--- src/rtl/delay_scheduler_if.sv ---
// Requester, control and delayed-output signals of the shared delay pipeline.
// The master side drives requests and hold; the slave side is the scheduler.
interface delay_scheduler_if #(
    parameter int WIDTH = 32,
    parameter int NREQ  = 4,
    parameter int IDW   = $clog2(NREQ),
    parameter int CNTW  = 16
);
    logic [NREQ-1:0]       req_valid;
    logic [NREQ*WIDTH-1:0] req_data;
    logic [NREQ-1:0]       req_ready;
    logic                  hold;
    logic                  out_valid;
    logic [WIDTH-1:0]      out_data;
    logic [IDW-1:0]        out_id;
    logic                  busy;
    logic [CNTW-1:0]       accept_cnt;

    modport master (
        output req_valid, req_data, hold,
        input  req_ready, out_valid, out_data, out_id, busy, accept_cnt
    );

    modport slave (
        input  req_valid, req_data, hold,
        output req_ready, out_valid, out_data, out_id, busy, accept_cnt
    );
endinterface

--- src/rtl/delay_scheduler.sv ---
// Round-robin arbiter feeding one shared fixed-latency delay pipeline; each word
// leaves DEPTH unheld cycles after acceptance, tagged with its requester index.
module delay_scheduler #(
    parameter int WIDTH = 32,
    parameter int NREQ  = 4,
    parameter int IDW   = $clog2(NREQ),
    parameter int DEPTH = 2,
    parameter int CNTW  = 16
) (
    input  logic clk,
    input  logic rst_n,
    delay_scheduler_if.slave bus
);
    logic [IDW-1:0]              ptr;
    logic [IDW-1:0]              win;
    logic [IDW:0]                cand;
    logic                        found;
    logic                        transfer;
    logic [WIDTH-1:0]            win_data;
    logic [NREQ-1:0]             ready;
    logic [DEPTH-1:0]            st_valid;
    logic [DEPTH-1:0][IDW-1:0]   st_id;
    logic [DEPTH-1:0][WIDTH-1:0] st_data;
    logic [CNTW-1:0]             cnt;

    // Search ptr, ptr+1, ... modulo NREQ; cand is one bit wider so the sum
    // cannot overflow before the modulo fold.
    always_comb begin
        found = 1'b0;
        win   = ptr;
        cand  = '0;
        for (int k = 0; k < NREQ; k++) begin
            cand = {1'b0, ptr} + (IDW+1)'(k);
            if (cand >= (IDW+1)'(NREQ)) begin
                cand = cand - (IDW+1)'(NREQ);
            end
            if (!found && bus.req_valid[cand[IDW-1:0]]) begin
                found = 1'b1;
                win   = cand[IDW-1:0];
            end
        end
    end

    assign transfer = found & ~bus.hold & rst_n;

    always_comb begin
        win_data = '0;
        for (int i = 0; i < NREQ; i++) begin
            if (win == IDW'(i)) begin
                win_data = bus.req_data[i*WIDTH +: WIDTH];
            end
        end
    end

    always_comb begin
        ready = '0;
        if (transfer) begin
            ready[win] = 1'b1;
        end
    end

    assign bus.req_ready = ready;

    always_ff @(posedge clk or negedge rst_n) begin
        if (!rst_n) begin
            ptr <= '0;
            cnt <= '0;
        end else if (transfer) begin
            ptr <= (win == IDW'(NREQ-1)) ? '0 : win + IDW'(1);
            cnt <= cnt + CNTW'(1);
        end
    end

    // Data and id of stage 0 are only loaded on a transfer; a bubble just
    // clears the valid bit.
    always_ff @(posedge clk or negedge rst_n) begin
        if (!rst_n) begin
            st_valid <= '0;
            st_id    <= '0;
            st_data  <= '0;
        end else if (!bus.hold) begin
            st_valid[0] <= transfer;
            if (transfer) begin
                st_id[0]   <= win;
                st_data[0] <= win_data;
            end
            for (int k = 1; k < DEPTH; k++) begin
                st_valid[k] <= st_valid[k-1];
                st_id[k]    <= st_id[k-1];
                st_data[k]  <= st_data[k-1];
            end
        end
    end

    assign bus.out_valid  = st_valid[DEPTH-1];
    assign bus.out_id     = st_id[DEPTH-1];
    assign bus.out_data   = st_data[DEPTH-1];
    assign bus.busy       = |st_valid;
    assign bus.accept_cnt = cnt;
endmodule

--- src/flat_wrapper.sv ---
// flat-port wrapper written by rule: the top's interface ports become plain ports
module delay_scheduler_flat 
#(
    parameter int WIDTH = 32,
    parameter int NREQ  = 4,
    parameter int IDW   = $clog2(NREQ),
    parameter int DEPTH = 2,
    parameter int CNTW  = 16
)
  (clk, rst_n, bus_req_valid, bus_req_data, bus_hold, bus_req_ready, bus_out_valid, bus_out_data, bus_out_id, bus_busy, bus_accept_cnt);
  delay_scheduler_if #(.WIDTH(WIDTH), .NREQ(NREQ), .IDW(IDW), .CNTW(CNTW)) bus_i ();
  input  logic clk;
  input  logic rst_n;
  input wire logic [$bits(bus_i.req_valid)-1:0] bus_req_valid;
  input wire logic [$bits(bus_i.req_data)-1:0] bus_req_data;
  input wire logic [$bits(bus_i.hold)-1:0] bus_hold;
  output wire logic [$bits(bus_i.req_ready)-1:0] bus_req_ready;
  output wire logic [$bits(bus_i.out_valid)-1:0] bus_out_valid;
  output wire logic [$bits(bus_i.out_data)-1:0] bus_out_data;
  output wire logic [$bits(bus_i.out_id)-1:0] bus_out_id;
  output wire logic [$bits(bus_i.busy)-1:0] bus_busy;
  output wire logic [$bits(bus_i.accept_cnt)-1:0] bus_accept_cnt;
  assign bus_i.req_valid = bus_req_valid;
  assign bus_i.req_data = bus_req_data;
  assign bus_i.hold = bus_hold;
  assign bus_req_ready = bus_i.req_ready;
  assign bus_out_valid = bus_i.out_valid;
  assign bus_out_data = bus_i.out_data;
  assign bus_out_id = bus_i.out_id;
  assign bus_busy = bus_i.busy;
  assign bus_accept_cnt = bus_i.accept_cnt;
  delay_scheduler #(.WIDTH(WIDTH), .NREQ(NREQ), .IDW(IDW), .DEPTH(DEPTH), .CNTW(CNTW)) u_core (.clk(clk), .rst_n(rst_n), .bus(bus_i));
endmodule
--- config.mk ---
export PLATFORM = sky130hd
export DESIGN_NAME = delay_scheduler_flat
export DESIGN_NICKNAME = d
export VERILOG_FILES = /design/src/rtl/delay_scheduler_if.sv /design/src/rtl/delay_scheduler.sv /design/src/flat_wrapper.sv
export SDC_FILE = /design/constraint.sdc
export NUM_CORES = 1
export LEC_CHECK = 0
export ABC_AREA = 1
export CORE_MARGIN = 2
export CORE_UTILIZATION = 40
export DETAILED_ROUTE_END_ITERATION = 6
export GPL_ROUTABILITY_DRIVEN = 0
export PLACE_DENSITY = 0.75
export SLEW_MARGIN = 25
export SYNTH_ARGS = -nofsm -noshare
export SYNTH_HDL_FRONTEND = slang
export SYNTH_SLANG_ARGS = --single-unit
--- constraint.sdc ---
create_clock -name clk -period 2.6 [get_ports clk]
set_clock_uncertainty 0.1 [all_clocks]
set_input_delay 0.52 -clock clk [delete_from_list [all_inputs] [get_ports clk]]
set_output_delay 0.52 -clock clk [all_outputs]
set_load 0.05 [all_outputs]
======== After elaboration in Yosys (flattened, before gate mapping) ========
Index checks and enable logic that the tools add are counted.
storage, ports and cells
  bits in registers ....................... 88
  bits of input ports ..................... 135
  output and inout port bits .............. 56
  logic and storage cells ................. 70
operators by class
  add/sub/neg operators ................... 9
  magnitude comparators ................... 10
  equality and inequality tests ........... 3
  multiplexer cells ....................... 28
  bitwise logic cells ..................... 3
  reduce and logical (&&, ||, !) cells .... 10
operator list
  operator               number
  $mux 32                4
  $mux 2                 9
  $add 16x1->16 const B  1
  $lt 2x3->1 const B     5
  $ge 3x3->1 const B     3
  $mux 1                 9
  $bmux 1 s2             4
  $sub 2x1->2 const B    4
  $add 2x2->3 const B    2
  $eq 2x2->1 const B     2
  $logic_and 1x1->1      4
  $mux 4                 1
  $add 2x1->3 const B    1
  $ge 2x3->1 const B     1
  $logic_not 1->1        3
  $add 2x1->2 const B    1
  $and 1x1->1            2
  $demux 1 s2            1
  $eq 2x1->1 const B     1
  $ge 2x1->1 const B     1
  $logic_not 2->1        1
  $reduce_and 2->1       1
  $reduce_or 2->1        1
  $not 1->1              1

======== Longest topological paths before layout ========
Gate-level depths: netlist (run 1).
  depth after elaboration ................. 19
  mapped depth ............................ 21
  depth with buffers taken out ............ 19

======== Worst setup path after synthesis (run 1) ========
OpenSTA, ideal clock, no wires.
  kind .................................... reg-to-output
  start ................................... register u_core.ptr[0]
  end ..................................... output bus_req_ready[3]
  data arrival time ....................... 2.664 ns
  data required time ...................... 1.980 ns
  slack ................................... -0.684 ns
  stages on the path, launching flop included .. 16
  buffers on the path ..................... 3
  path through ............................ dfrtp_1 -> buf_4 -> nand2_1 -> nand3_1 -> nand2_1 -> nand3_1 -> nand2_1 -> nand2_1 -> nand3_1 -> nand2_1 -> inv_1 -> ha_1 -> clkbuf_1 -> clkbuf_1 -> inv_1 -> nor2_1
on the way
  cells in the longest elaborated chain, start to end .. 19
  elaborated cells on any way between the ends .. 45
  those cells by class .................... add/sub: 7; order compare: 6; mux: 23; bitwise: 2; reduce/logical: 7
ends and longest elaborated chain
  item                                                                  line                   text
  start: declaration                                                    delay_scheduler.sv:14  logic [IDW-1:0] ptr;
  start signal: assignment                                              delay_scheduler.sv:69  ptr <= (win == IDW'(NREQ-1)) ? '0 : win + IDW'(1);
  parallel branches: the longest is 13 deep, another holds $add 2x1->3  n/a
  $mux 2 *                                                              delay_scheduler.sv:37  if (!found && bus.req_valid[cand[IDW-1:0]]) begin
  net u_core.win[1]                                                     delay_scheduler.sv:15  logic [IDW-1:0] win;
  $lt 2x3->1 (not written as such) or $ge 2x1->1 (tied branches)        delay_scheduler.sv:58  ready[win] = 1'b1;
  $logic_and 1x1->1 (not written as such)                               delay_scheduler.sv:58
  $mux 1 (not written as such)                                          delay_scheduler.sv:58
  $demux 1 s2 *                                                         n/a
  $mux 4 *                                                              delay_scheduler.sv:57  if (transfer) begin
  end: declaration                                                      flat_wrapper.sv:17     output wire logic [$bits(bus_i.req_ready)-1:0] bus_req_ready;
Mark *: on every way through the listed nets, which the timed path passes. The select of a mux whose other input is x is not followed.

======== Final worst setup path (run 1) ========
  start ................................... register u_core.ptr[0]
  end ..................................... output bus_req_ready[2]
Same word-level chain as after synthesis.

==> flow_summary.json, run 1 <==
{
  "finalHoldViolations": 0,
  "synth.area.top_cells": "dfrtp_1 (41%), nand2_1 (14%), o21ai_0 (9.0%)",
  "pwr_density_cell_nw_per_um2": 1560,
  "required_ns": 1.98,
  "grt_usage_pct": 20.8,
  "drt-initial-drc-count": 247,
  "yosys-top-cells-count": "nand2_1 (200), o21ai_0 (97), dfrtp_1 (88)",
  "place_ws_ns": -0.667,
  "clockRootBuffer": "clkbuf_16",
  "h-tree-depth": 3,
  "cts_hold_buf": 0,
  "grt_pass1_vias": 4873,
  "violations": "negative setup slack",
  "start_util_pct": 40.8,
  "place_area_sq_um": 7580,
  "tritoncts": "done",
  "die_x_um": 120,
  "period_needed_ns": 2.99,
  "syn_area_per_cell_sq_um": 7.59,
  "cts_buffer_depth": 2,
  "clock_sinks": 88,
  "p_int_mw": 6.57,
  "rows": 42,
  "post-dp-hpwl_um": 11000,
  "drive_gt1_share_pct": 23.5,
  "setup_slack_ns": -0.388,
  "arrival_ns": 2.37,
  "yosysUniqueCellTypes": 27,
  "synthMostInstantiatedCell": "nand2_1",
  "ios": 191,
  "drv_cap": 0,
  "p_clk_share_pct": 9.4,
  "synth_ff_type": "dfrtp_1",
  "hold_class": "in -> async",
  "cts.clk_slew.worst_paths_ns": 0.06,
  "synth_fp_nets": 852,
  "antenna_found_initial": 0,
  "vdd_drop_max_v": 0.000695,
  "vias_per_cell": 4.74,
  "ys_async_sr_fraction_pct": 100,
  "max_slew_margin_pct": 51.7,
  "cts_buffers": 9,
  "grt_pass1_wl_um": 23800,
  "finalSetupViolations": 37,
  "synth_top_area_share_pct": 40.7,
  "synth_edf_count": 0,
  "share_seq_of_total_power_pct": 17.9,
  "p_leak_nw": 3.60,
  "routed_wl_um": 15500,
  "syn_inst": 712,
  "yosysWarningCount": 0,
  "vias": 5168,
  "startpoint_type": "flip-flop",
  "critical_path_peak_fanout": 5,
  "core_sq_um": 13200,
  "ant_nets": 0,
  "grt_overflow": 0,
  "wl_per_cell_um": 14.2,
  "fin_nets": 1049,
  "die_h_um": 120,
  "dr.pass1.iters": 7,
  "portBuffers": 190,
  "ys_ff_latch": 88,
  "drv_slew": 0,
  "ys_seq_area_share_pct": 40.7,
  "switching_power_mw": 6.14,
  "antenna_cells": 0,
  "netlist.top_cell.by_area": "dfrtp_1",
  "area_delta_synth_final_pct": 51.2,
  "clkLatencyLatePin_ns": 0.35,
  "crit_type": "reg -> out",
  "final_cell_area_sq_um": 8170,
  "synth_area_sq_um": 5410,
  "swShare_pct": 48.3,
  "endpoint_kind": "output port",
  "fmax_mhz": 335,
  "fin_crit_sh_pct": 115,
  "tightest_slew_ns": 0.724,
  "drc": 0,
  "status": "finished, violations left",
  "rsz0062_at_grt": "yes",
  "grt_max_degree": 69,
  "dieArea_sq_um": 14500,
  "power_frac_comb_pct": 72.6
}
worst max-delay path, stage by stage (launching register included):
cell and delay, ns:
dfrtp_2 0.44, buf_4 0.16, nand2_2 0.07, nand3_1 0.09, nand2_2 0.13, nand4_1 0.19, nor2_1 0.13, inv_1 0.09
nand2_4 0.10, inv_2 0.07, ha_4 0.18, inv_2 0.06, buf_12 0.12, nor2_4 0.04, buf_12 0.15
power groups by stage:
stage                     clock network [mW]  logic, mW  registers, mW
after CTS                               1.22       8.78           2.28
after global routing                    1.28       10.1           2.35
after detailed placement                   0       8.19           2.30
final                                   1.20       9.23           2.28
after floorplan                            0       5.20           2.64
after global placement                     0       8.12           2.28
registers in the layout (all words and copies together), names as in the netlist:
name and count:
u_core.st_id 2, u_core.bus.out_id 2, u_core.st_valid 2, u_core.st_data 32, u_core.bus.out_data 32, u_core.ptr 2
u_core.bus.accept_cnt 16
worst paths after layout:
check | to | start | slack, ns | cells after the start
setup / recovery | bus_req_ready[2] | u_core.ptr[0] | -0.39 | 14
hold / removal | u_core.bus.accept_cnt[11] | rst_n | 0.10 | 2
setup reg to reg | u_core.st_id[1] | u_core.ptr[0] | -0.38 | 20
hold reg to reg | u_core.bus.out_id[0] | u_core.st_id[0] | 0.37 | 2
max in group asynchronous | u_core.bus.out_data[21] | rst_n | 1.22 | 3
min in group clk | u_core.bus.out_id[0] | u_core.st_id[0] | 0.37 | 2
final cells by class:
class                   count  area, sq um
well taps                 176          220
clock inverters             3         17.5
inverters                  62          238
clock buffers              13          250
repair buffers            261         2610
multi-input cells         487         2640
fillers                  1207         5070
flip-flops and latches     88         2200
what timing repair did:
action	CTS	global route
gates cloned	0	3
setup buffers	15	2
setup endpoints to repair	36	37
resized for setup	64	13
pin swaps	8	8
cell families (layout without fill, tap and decap cells):
family,count (synthesis),in the layout,synth area share (%)
xor+xnor,14,14,2.27
fa+ha+maj,5,5,1.16
flops,88,88,40.7
compound gates,183,183,19.8
buf+inv,137,339,13.3
simple gates,285,285,22.7
per-layer routing:
| layer | up-vias | GRT usage (%) | wire, um |
|---|---|---|---|
| met5 | - | 0 | 0 |
| met4 | 0 | 7.56 | 299 |
| met2 | 145 | 34.5 | 7310 |
| met3 | 19 | 4.20 | 859 |
| li1 | 2631 | - | - |
| met1 | 2373 | 27.0 | 7010 |
layout by cell type, fill, tap and decap left out, types with 2 or more instances in the layout:
master and count:
o21ai_0 62, nand3_1 10, nand3_2 4, clkbuf_16 11
o21ai_1 45, inv_4 2, inv_2 6, buf_6 3
nor2_2 2, dfrtp_2 2, inv_1 54, nand2_2 48
nor2_4 5, dlygate4sd2_1 4, nand2_1 192, nor3_1 5
clkinv_2 2, xor2_1 11, xnor2_1 3, dfrtp_1 86
nand2_4 4, clkdlybuf4s50_1 180, buf_12 12, ha_1 2
nor2_1 11, ha_4 3, buf_4 59, nand4_1 2
a21oi_2 5, o21ai_2 43, clkbuf_1 3, a21oi_1 28
through the flow:
stage	setup TNS (ns)	hold WS [ns]	utilization [%]	instances	total power [mW]
6_report	-3.99	0.102	61.7	1090	12.7
5_1_grt	-10.75	0.144	61.7	1090	13.7
4_1_cts	-3.72	0.118	60.8	1085	12.3
3_5_place_dp	-21.35	0.354	57.3	1055	10.5
3_3_place_gp	-18.61	0.349	57.3	1055	10.4
2_1_floorplan	-0.0494	0.124	-	712	7.84
Power figures use the tool's default switching activity.
==> run 2, diff against run 1 <==
- CAP_MARGIN: unset -> 5
- SLEW_MARGIN: 25 -> 10
==> results of run 2 <==
The final DEF is identical to that of run 1; final timing and power are the same.
==> run 3, diff against run 2 <==
- CORE_ASPECT_RATIO: unset -> 1.2
==> run 3 against run 2 <==
Largest power group unchanged. Sequential share of layout area about the same. Maximum frequency is 0.55% lower. Highest routed layer unchanged. Combinational power rose by 0.9%. Utilization is essentially flat. Final cell count decreased by 1.2%. Power grew 0.56%. Worst hold slack better by 0.047 ns. The flow still finishes with violations (negative setup slack). Sequential cell count did not move.
==> flow_summary.json, run 3 (synthesis results as in run 1) <==
{
  "grt_pass1_wl_um": 24200,
  "met3_usage_pct": 5.70,
  "start_util_pct": 40.8,
  "area_delta_synth_final_pct": 51.1,
  "cts_hold_buf": 0,
  "fin_crit_sh_pct": 116,
  "wl_per_cell_um": 14.1,
  "tightest_slew_ns": 0.660,
  "drv_slew": 0,
  "pwr_density_cell_nw_per_um2": 1570,
  "fin_nets": 1044,
  "cts_buffers": 9,
  "clkLatencyLatePin_ns": 0.33,
  "rsz0062_at_grt": "yes",
  "max_slew_margin_pct": 56.0,
  "critical_path_peak_fanout": 8,
  "finalHoldViolations": 0,
  "rows": 46,
  "hold_class": "in -> async",
  "drc": 0,
  "use_met2_pct": 36.6,
  "cts_buffer_depth": 2,
  "required_ns": 1.98,
  "clockRootBuffer": "clkbuf_16",
  "dieArea_sq_um": 14500,
  "worst_r2r_path_depth": 22,
  "grt.busiest_layer": "met2",
  "clock_sinks": 88,
  "h-tree-depth": 3,
  "post-dp-hpwl_um": 10700,
  "setup_slack_ns": -0.405,
  "violations": "negative setup slack",
  "dr.pass1.iters": 4,
  "period_needed_ns": 3.00,
  "antenna_found_initial": 0,
  "power_mw": 12.8,
  "p_leak_nw": 3.58,
  "vias_per_cell": 4.79,
  "grt_usage_pct": 21.1,
  "drive_gt1_share_pct": 24.2,
  "grt_max_degree": 69,
  "routed_wl_um": 15100,
  "vdd_drop_max_v": 0.00112,
  "core_sq_um": 13200,
  "vias": 5156,
  "portBuffers": 190,
  "use_met1_pct": 25.5,
  "die_h_um": 131,
  "reg2reg_to": "u_core.st_data[16]",
  "antenna_cells": 0,
  "drt-initial-drc-count": 188,
  "ant_nets": 0,
  "arrival_ns": 2.38,
  "grt_overflow": 0,
  "startpoint_type": "flip-flop",
  "endpoint_kind": "output port",
  "die_x_um": 110,
  "ios": 191,
  "status": "finished, violations left",
  "fmax_mhz": 333,
  "ff2ff_setup_slack_ns": -0.31,
  "r2r-start": "u_core.ptr[0]",
  "finalSetupViolations": 36,
  "tritoncts": "done",
  "cts.clk_slew.worst_paths_ns": 0.07,
  "setup-tns-final_ns": -9.95,
  "grt_pass1_vias": 4982,
  "place_ws_ns": -0.602,
  "drv_cap": 0,
  "mostFrequentLayoutCell": "nand2_1",
  "final_cell_mix": "nand2_1 (184), clkdlybuf4s50_1 (180), dfrtp_1 (86), o21ai_0 (63), nand2_2 (55)",
  "crit_type": "reg -> out"
}
-- run 3: cell types whose count changed in the layout (fill, tap and decap cells not counted), moves of 2 or more --
| cell | previous run | this run |
|---|---|---|
| buf_4 | 59 | 50 |
| nand2_1 | 192 | 184 |
| nand2_2 | 48 | 55 |
| a21oi_1 | 28 | 33 |
| a21oi_2 | 5 | 0 |
| buf_6 | 3 | 7 |
| inv_6 | 0 | 3 |
| buf_16 | 0 | 2 |
| clkbuf_1 | 3 | 1 |
| clkbuf_16 | 11 | 9 |
| inv_1 | 54 | 52 |
| inv_2 | 6 | 8 |
| nor2_1 | 11 | 9 |
-- run 3: repair_timing --
item	CTS	global route
endpoints found under the setup margin	36	36
pin swaps	13	16
buffers inserted	10	5
cloned	3	0
resized for setup	64	25
-- run 3: layer usage --
layer  up-vias  wire [um]
li1       2626          -
met2       167       7470
met4         0        255
met1      2341       6230
met3        22       1190
met5         -          0
-- run 3: power by group --
| group | internal [mW] | leakage [nW] | switching, mW |
|---|---|---|---|
| logic | 4.00 | 2.32 | 5.32 |
| clock network | 0.653 | 0.133 | 0.537 |
| registers | 1.94 | 1.13 | 0.342 |
| total | 6.59 | 3.58 | 6.19 |
-- run 3: worst max-delay path by stage --
stage                         endpoint  cells past startpoint              from  slack [ns]
finish                bus_req_ready[1]                     15     u_core.ptr[0]       -0.40
global route          bus_req_ready[3]                     15     u_core.ptr[0]       -0.55
CTS                   bus_req_ready[2]                     14     u_core.ptr[0]       -0.34
detailed placement  u_core.st_data[28]                     19  bus_req_valid[0]       -0.60
global placement     u_core.st_data[1]                     19  bus_req_valid[0]       -0.50
floorplan             bus_req_ready[3]                     16     u_core.ptr[1]       -0.04
-- run 3: per-stage QoR --
step	hold WS, ns	std cells	util (%)	cell area (sq um)
final	0.149	1077	61.7	8170
after global routing	0.206	1077	61.7	8170
after CTS	0.179	1072	60.9	8070
after detailed placement	0.357	1043	57.0	7550
after global placement	0.357	1043	57.0	7550
after floorplan	0.124	712	-	5490
-- run 3: cell type report --
cell class              count  area, sq um
multi-input cells         487         2660
clock buffers              10          229
clock inverters             6         43.8
inverters                  62          240
repair inverters            1         7.51
fillers                  1210         5070
repair buffers            255         2570
well taps                 168          210
flip-flops and latches     88         2200
-- run 3: critical path, cell delays in order (launching register included) --
cell and delay, ns:
dfrtp_2 0.46, clkinvlp_4 0.15, buf_4 0.15, buf_4 0.12, buf_4 0.12, buf_4 0.13
nand2_1 0.06, nand2_1 0.05, nand2_1 0.07, nand2_2 0.11, inv_2 0.09, ha_4 0.13
buf_6 0.13, inv_2 0.05, nor2_4 0.09, buf_12 0.14
==> variant 1 (flow settings as in run 1) <==
`NREQ` is set to 4 in 3 places; all go to 8.
--- a/src/rtl/delay_scheduler_if.sv
+++ b/src/rtl/delay_scheduler_if.sv
@@ -2,7 +2,7 @@
 // The master side drives requests and hold; the slave side is the scheduler.
 interface delay_scheduler_if #(
     parameter int WIDTH = 32,
-    parameter int NREQ  = 4,
+    parameter int NREQ  = 8,
     parameter int IDW   = $clog2(NREQ),
     parameter int CNTW  = 16
 );
--- a/src/rtl/delay_scheduler.sv
+++ b/src/rtl/delay_scheduler.sv
@@ -2,7 +2,7 @@
 // leaves DEPTH unheld cycles after acceptance, tagged with its requester index.
 module delay_scheduler #(
     parameter int WIDTH = 32,
-    parameter int NREQ  = 4,
+    parameter int NREQ  = 8,
     parameter int IDW   = $clog2(NREQ),
     parameter int DEPTH = 2,
     parameter int CNTW  = 16
--- a/src/flat_wrapper.sv
+++ b/src/flat_wrapper.sv
@@ -2,7 +2,7 @@
 module delay_scheduler_flat 
 #(
     parameter int WIDTH = 32,
-    parameter int NREQ  = 4,
+    parameter int NREQ  = 8,
     parameter int IDW   = $clog2(NREQ),
     parameter int DEPTH = 2,
     parameter int CNTW  = 16
Interface: changed (resized bus_out_id, bus_req_data, bus_req_ready and bus_req_valid); port bits go from 191 to 328. No check against the original RTL was run, so the function may have changed too.
==> variant 1 against run 1 <==
  * The run ends with DRC, setup timing left
  * Count of clock-buffer cells in the layout fell by 4
  * Area after synthesis rose by 59%
  * Sequential cell count rose by 3
  * Setup slack got worse by 0.55 ns
  * Routed wire length rose by 120%
  * Sequential share of layout area fell by 10 points
  * Hold slack improved by 0.0022 ns
  * Design area rose by 69%
  * Largest cell class unchanged
  * Highest routed layer unchanged
Power is not shown: default switching activity piles up to over one toggle a cycle in this logic, so the estimate is an artifact.
==> variant 1: results (changes against run 1) <==
* Outcome: finished, violations left
* Failing checks: DRC, setup timing
* WP data arrival at 2.92 ns (+0.55 ns)
* Total GRT Usage at 28.78% (+8.0 points)
* CTS root buffer: clkbuf_16
* Top cell type's share of synthesized area at 26.62% (-14 points)
* Syn_nets at 1776 (+110%)
* Fraction of layout cells with a size suffix above 1 at 16.98% (-6.5 points)
* Slowest CP cell: dfrtp_2
* Final setup violation count at 60 (+62%)
* Register area share after synthesis at 26.57% (-14 points)
* Post-layout nets at 2111 (+100%)
* # DRC at 1 (+1)
* Dpl hpwl at 25090 um (+130%)
* Least-Margin Pin Slew at 0.8162 ns (+0.09243 ns)
* Initial drt markers at 771 (+210%)
* Pin count of the biggest net entering global routing at 65 (-5.8%)
* Top cells by count, synth: nand2_1, inv_1, nand3_1, nand4_1, dfrtp_1
* Area contributors post-synth: nand2_1, dfrtp_1, inv_1
* H-Tree Level Count at 3 (unchanged)
* Vias in the first global route at 10020 (+110%)
* FILL cells at 1815 (+50%)
* Synth unique cells at 34 (+26%)
* Port bufs at 327 (+72%)
* WL/cell at 16.02 um (+13%)
* Setup WS post-layout at -0.9374 ns (-0.5489 ns)
* Top fanout value on the critical path at 8 (+3)
* Via-per-instance ratio at 5.135 (+8.3%)
* First-pass GRT wire length at 51340 um (+120%)
* Worst-path clk slew at 0.08 ns (+0.02 ns)
* Placement Setup Slack at -1.153 ns (-0.4862 ns)
==> variant 1: worst reg2reg max path: cells and delay by family (launching register included) <==
kind | cells | cell delay (ns)
fa+ha+maj | 2 | 0.48
buf+inv | 7 | 0.88
flops | 1 | 0.44
simple gates | 18 | 1.47
==> variant 1: path summary, 6_finish.rpt <==
path,depth (start not counted),to,slack (ns),from
setup / recovery,18,bus_req_ready[5],-0.94,u_core.ptr[1]
hold / removal,2,u_core.bus.out_data[11],0.10,rst_n
setup reg to reg,27,u_core.st_data[31],-0.82,u_core.ptr[1]
hold reg to reg,2,u_core.bus.out_data[4],0.37,u_core.st_data[4]
max in group asynchronous,3,u_core.bus.out_data[30],1.12,rst_n
min in group clk,2,u_core.bus.out_data[4],0.37,u_core.st_data[4]
==> variant 1: what timing repair did <==
| item | CTS | global route |
|---|---|---|
| resized for setup | 65 | 50 |
| buffers inserted | 10 | 10 |
| setup endpoints to repair | 60 | 61 |
| pin swaps | 17 | 11 |
| gates cloned | 4 | 4 |
==> variant 1: metal layers <==
metal / wire length (um) / part of all wire (%) / track usage (%) / vias to the layer above
li1: - / - / - / 5272
met5: 0 / 0 / 0 / -
met2: 16540 / 49 / 50.14 / 587
met4: 1217 / 3.6 / 9.764 / 0
met1: 13390 / 39 / 36.20 / 4927
met3: 2781 / 8.2 / 4.455 / 90
==> variant 1: kinds of logic after synthesis <==
| family | count (synthesis) | synth area share [%] |
|---|---|---|
| simple gates | 924 | 46.59 |
| buf+inv | 387 | 19.49 |
| flops | 91 | 26.57 |
| compound gates | 79 | 4.758 |
| xor+xnor | 16 | 1.722 |
| fa+ha+maj | 6 | 0.8758 |
==> variant 1: through the flow <==
step / utilization (%) / area, um^2 / setup TNS, ns / cells
CTS: 63.99 / 13450 / -34.91 / 2104
floorplan: - / 8919 / -23.40 / 1503
global route: 65.55 / 13780 / -49.27 / 2118
global placement: 60.48 / 12710 / -49.12 / 2074
detailed placement: 60.48 / 12710 / -52.94 / 2074
finish: 65.55 / 13780 / -37.34 / 2118
==> variant 1: layout make-up <==
class | count | area share (%)
Sequential cell | 91 | 16.53
Inverter | 256 | 7.155
Timing Repair Buffer | 455 | 34.30
Clock buffer | 9 | 1.634
Clock inverter | 7 | 0.6629
Multi-Input combinational cell | 1025 | 37.22
Tap cell | 275 | 2.497
==> variant 2 (settings of run 1) <==
Without the edit above. Make the reset (`rst_n`) synchronous in 2 clocked blocks.
--- a/src/rtl/delay_scheduler.sv
+++ b/src/rtl/delay_scheduler.sv
@@ -61,7 +61,7 @@
 
     assign bus.req_ready = ready;
 
-    always_ff @(posedge clk or negedge rst_n) begin
+    always_ff @(posedge clk) begin
         if (!rst_n) begin
             ptr <= '0;
             cnt <= '0;
@@ -73,7 +73,7 @@
 
     // Data and id of stage 0 are only loaded on a transfer; a bubble just
     // clears the valid bit.
-    always_ff @(posedge clk or negedge rst_n) begin
+    always_ff @(posedge clk) begin
         if (!rst_n) begin
             st_valid <= '0;
             st_id    <= '0;
Check against the original RTL: differs if rst_n is asserted again (counterexample within 4 cycles, from zero or initial values and one cycle with rst_n low); with rst_n held inactive, the same outputs for 10 cycles.
==> variant 2 against run 1 <==
  * The run still ends with setup timing left
  * Setup slack better by 0.21 ns
  * Sequential cell count unchanged
  * Core utilization up 1.4 points
  * Design area down 7.3%
  * Area after synthesis down 9.2%
  * Routed wire length down 0.21%
Power is not compared: it rests on default switching activity, and its combinational part moved more than twofold at a synthesized area within 25%.
==> variant 2: results (changes against run 1) <==
* Outcome: finished, violations left
* Failing checks: setup timing
* WHS at 0.3578 ns (+0.2555 ns)
* Register area share after synthesis at 35.90% (-4.8 points)
* Sequential share of cell area at 23.30% (-3.7 points)
* Least-Margin Pin Slew at 0.6921 ns (-0.03169 ns)
* Syn avg cell area at 6.543 um^2 (-14%)
* Seq cells at 88 (unchanged)
* Slowest CP cell: dfxtp_4
* Final setup violation count at 4 (-89%)
* Pin count of the biggest net entering global routing at 74 (+7.2%)
* Post-layout nets at 1057 (+0.76%)
* Clock buffer cells at 11 (-2)
* Via count at 5321 (+3.0%)
* Routed WL at 15440 um (-0.21%)
* Layout inverter count without the clock tree at 30 (-52%)
* Via-per-instance ratio at 4.978 (+5.0%)
* FILL cells at 1088 (-9.9%)
* First-pass GRT wire length at 23100 um (-2.8%)
* GRT met1 Usage at 26.83% (-0.18 points)
* Non-clock buffers at 240 (-8.0%)
* Core Footprint at 12010 um^2 (-9.3%)
* Multi-input gate area at 2743 um^2 (+4.1%)
* Post-synthesis xor/xnor area fraction at 1.963% (-0.31 points)
* Post-CTS Setup Bufs at 7 (-8)
* Global routing usage on met2 at 38.50% (+4.0 points)
* Placement Setup Slack at -0.4496 ns (+0.2175 ns)
* Hold WC Path Type: reg -> reg
* Post-route cell area at 7581 um^2 (-7.3%)
* Ys async rst share at 0% (-100 points)
* ClkCell Share at 4.374% (+1.1 points)
* Syn_nets at 890 (+4.5%)
* Reg2reg start: u_core.ptr[0]
* Non-clk buf share at 32.04% (+0.12 points)
* Top fanout value on the critical path at 8 (+3)
* Top cells by count, synth: nand2_1, dfxtp_1, nor2_1, o21ai_0, nand3_1
* Area contributors post-synth: dfxtp_1, nand2_1, o21ai_0
* Vias in the first global route at 4776 (-2.0%)
* Placed cell count at 1037 (-1.7%)
* DRT met1 WL at 6705 um (-4.3%)
* Initial drt markers at 338 (+37%)
* Grt met3 use at 4.586% (+0.39 points)
* Fraction of layout cells with a size suffix above 1 at 13.99% (-9.5 points)
* Post-synthesis compound-gate area fraction at 17.03% (-2.8 points)
* Comb_multi_in at 548 (+13%)
* First-pass DRT Iterations at 5 (-2)
* Setup WS post-layout at -0.1810 ns (+0.2074 ns)
## variant 2: changes by cell type in the layout (fill, tap and decap cells not counted), sizes merged, moves of 3 or more
| cell | change |
|---|---|
| nand3 | +42 |
| a21oi | +17 |
| clkbuf | -4 |
| nand4 | +3 |
| inv | -33 |
| nor3 | +4 |
| o211ai | +32 |
| dfrtp | -88 |
| buf | -20 |
| o21ai | -81 |
| nor2 | +67 |
| nand2 | -19 |
| dfxtp | +88 |
## variant 2: worst max path at each step
| stage | startpoint | to | slack (ns) | cells past startpoint |
|---|---|---|---|---|
| finish | u_core.ptr[0] | bus_req_ready[3] | -0.18 | 16 |
| global route | u_core.ptr[0] | bus_req_ready[3] | -0.32 | 14 |
| CTS | u_core.ptr[0] | bus_req_ready[3] | -0.12 | 13 |
| detailed placement | bus_req_valid[2] | u_core.st_data[23] | -0.45 | 19 |
| global placement | bus_req_valid[1] | u_core.st_data[2] | -0.40 | 19 |
| floorplan | bus_req_valid[2] | bus_req_ready[2] | 0.005 | 15 |
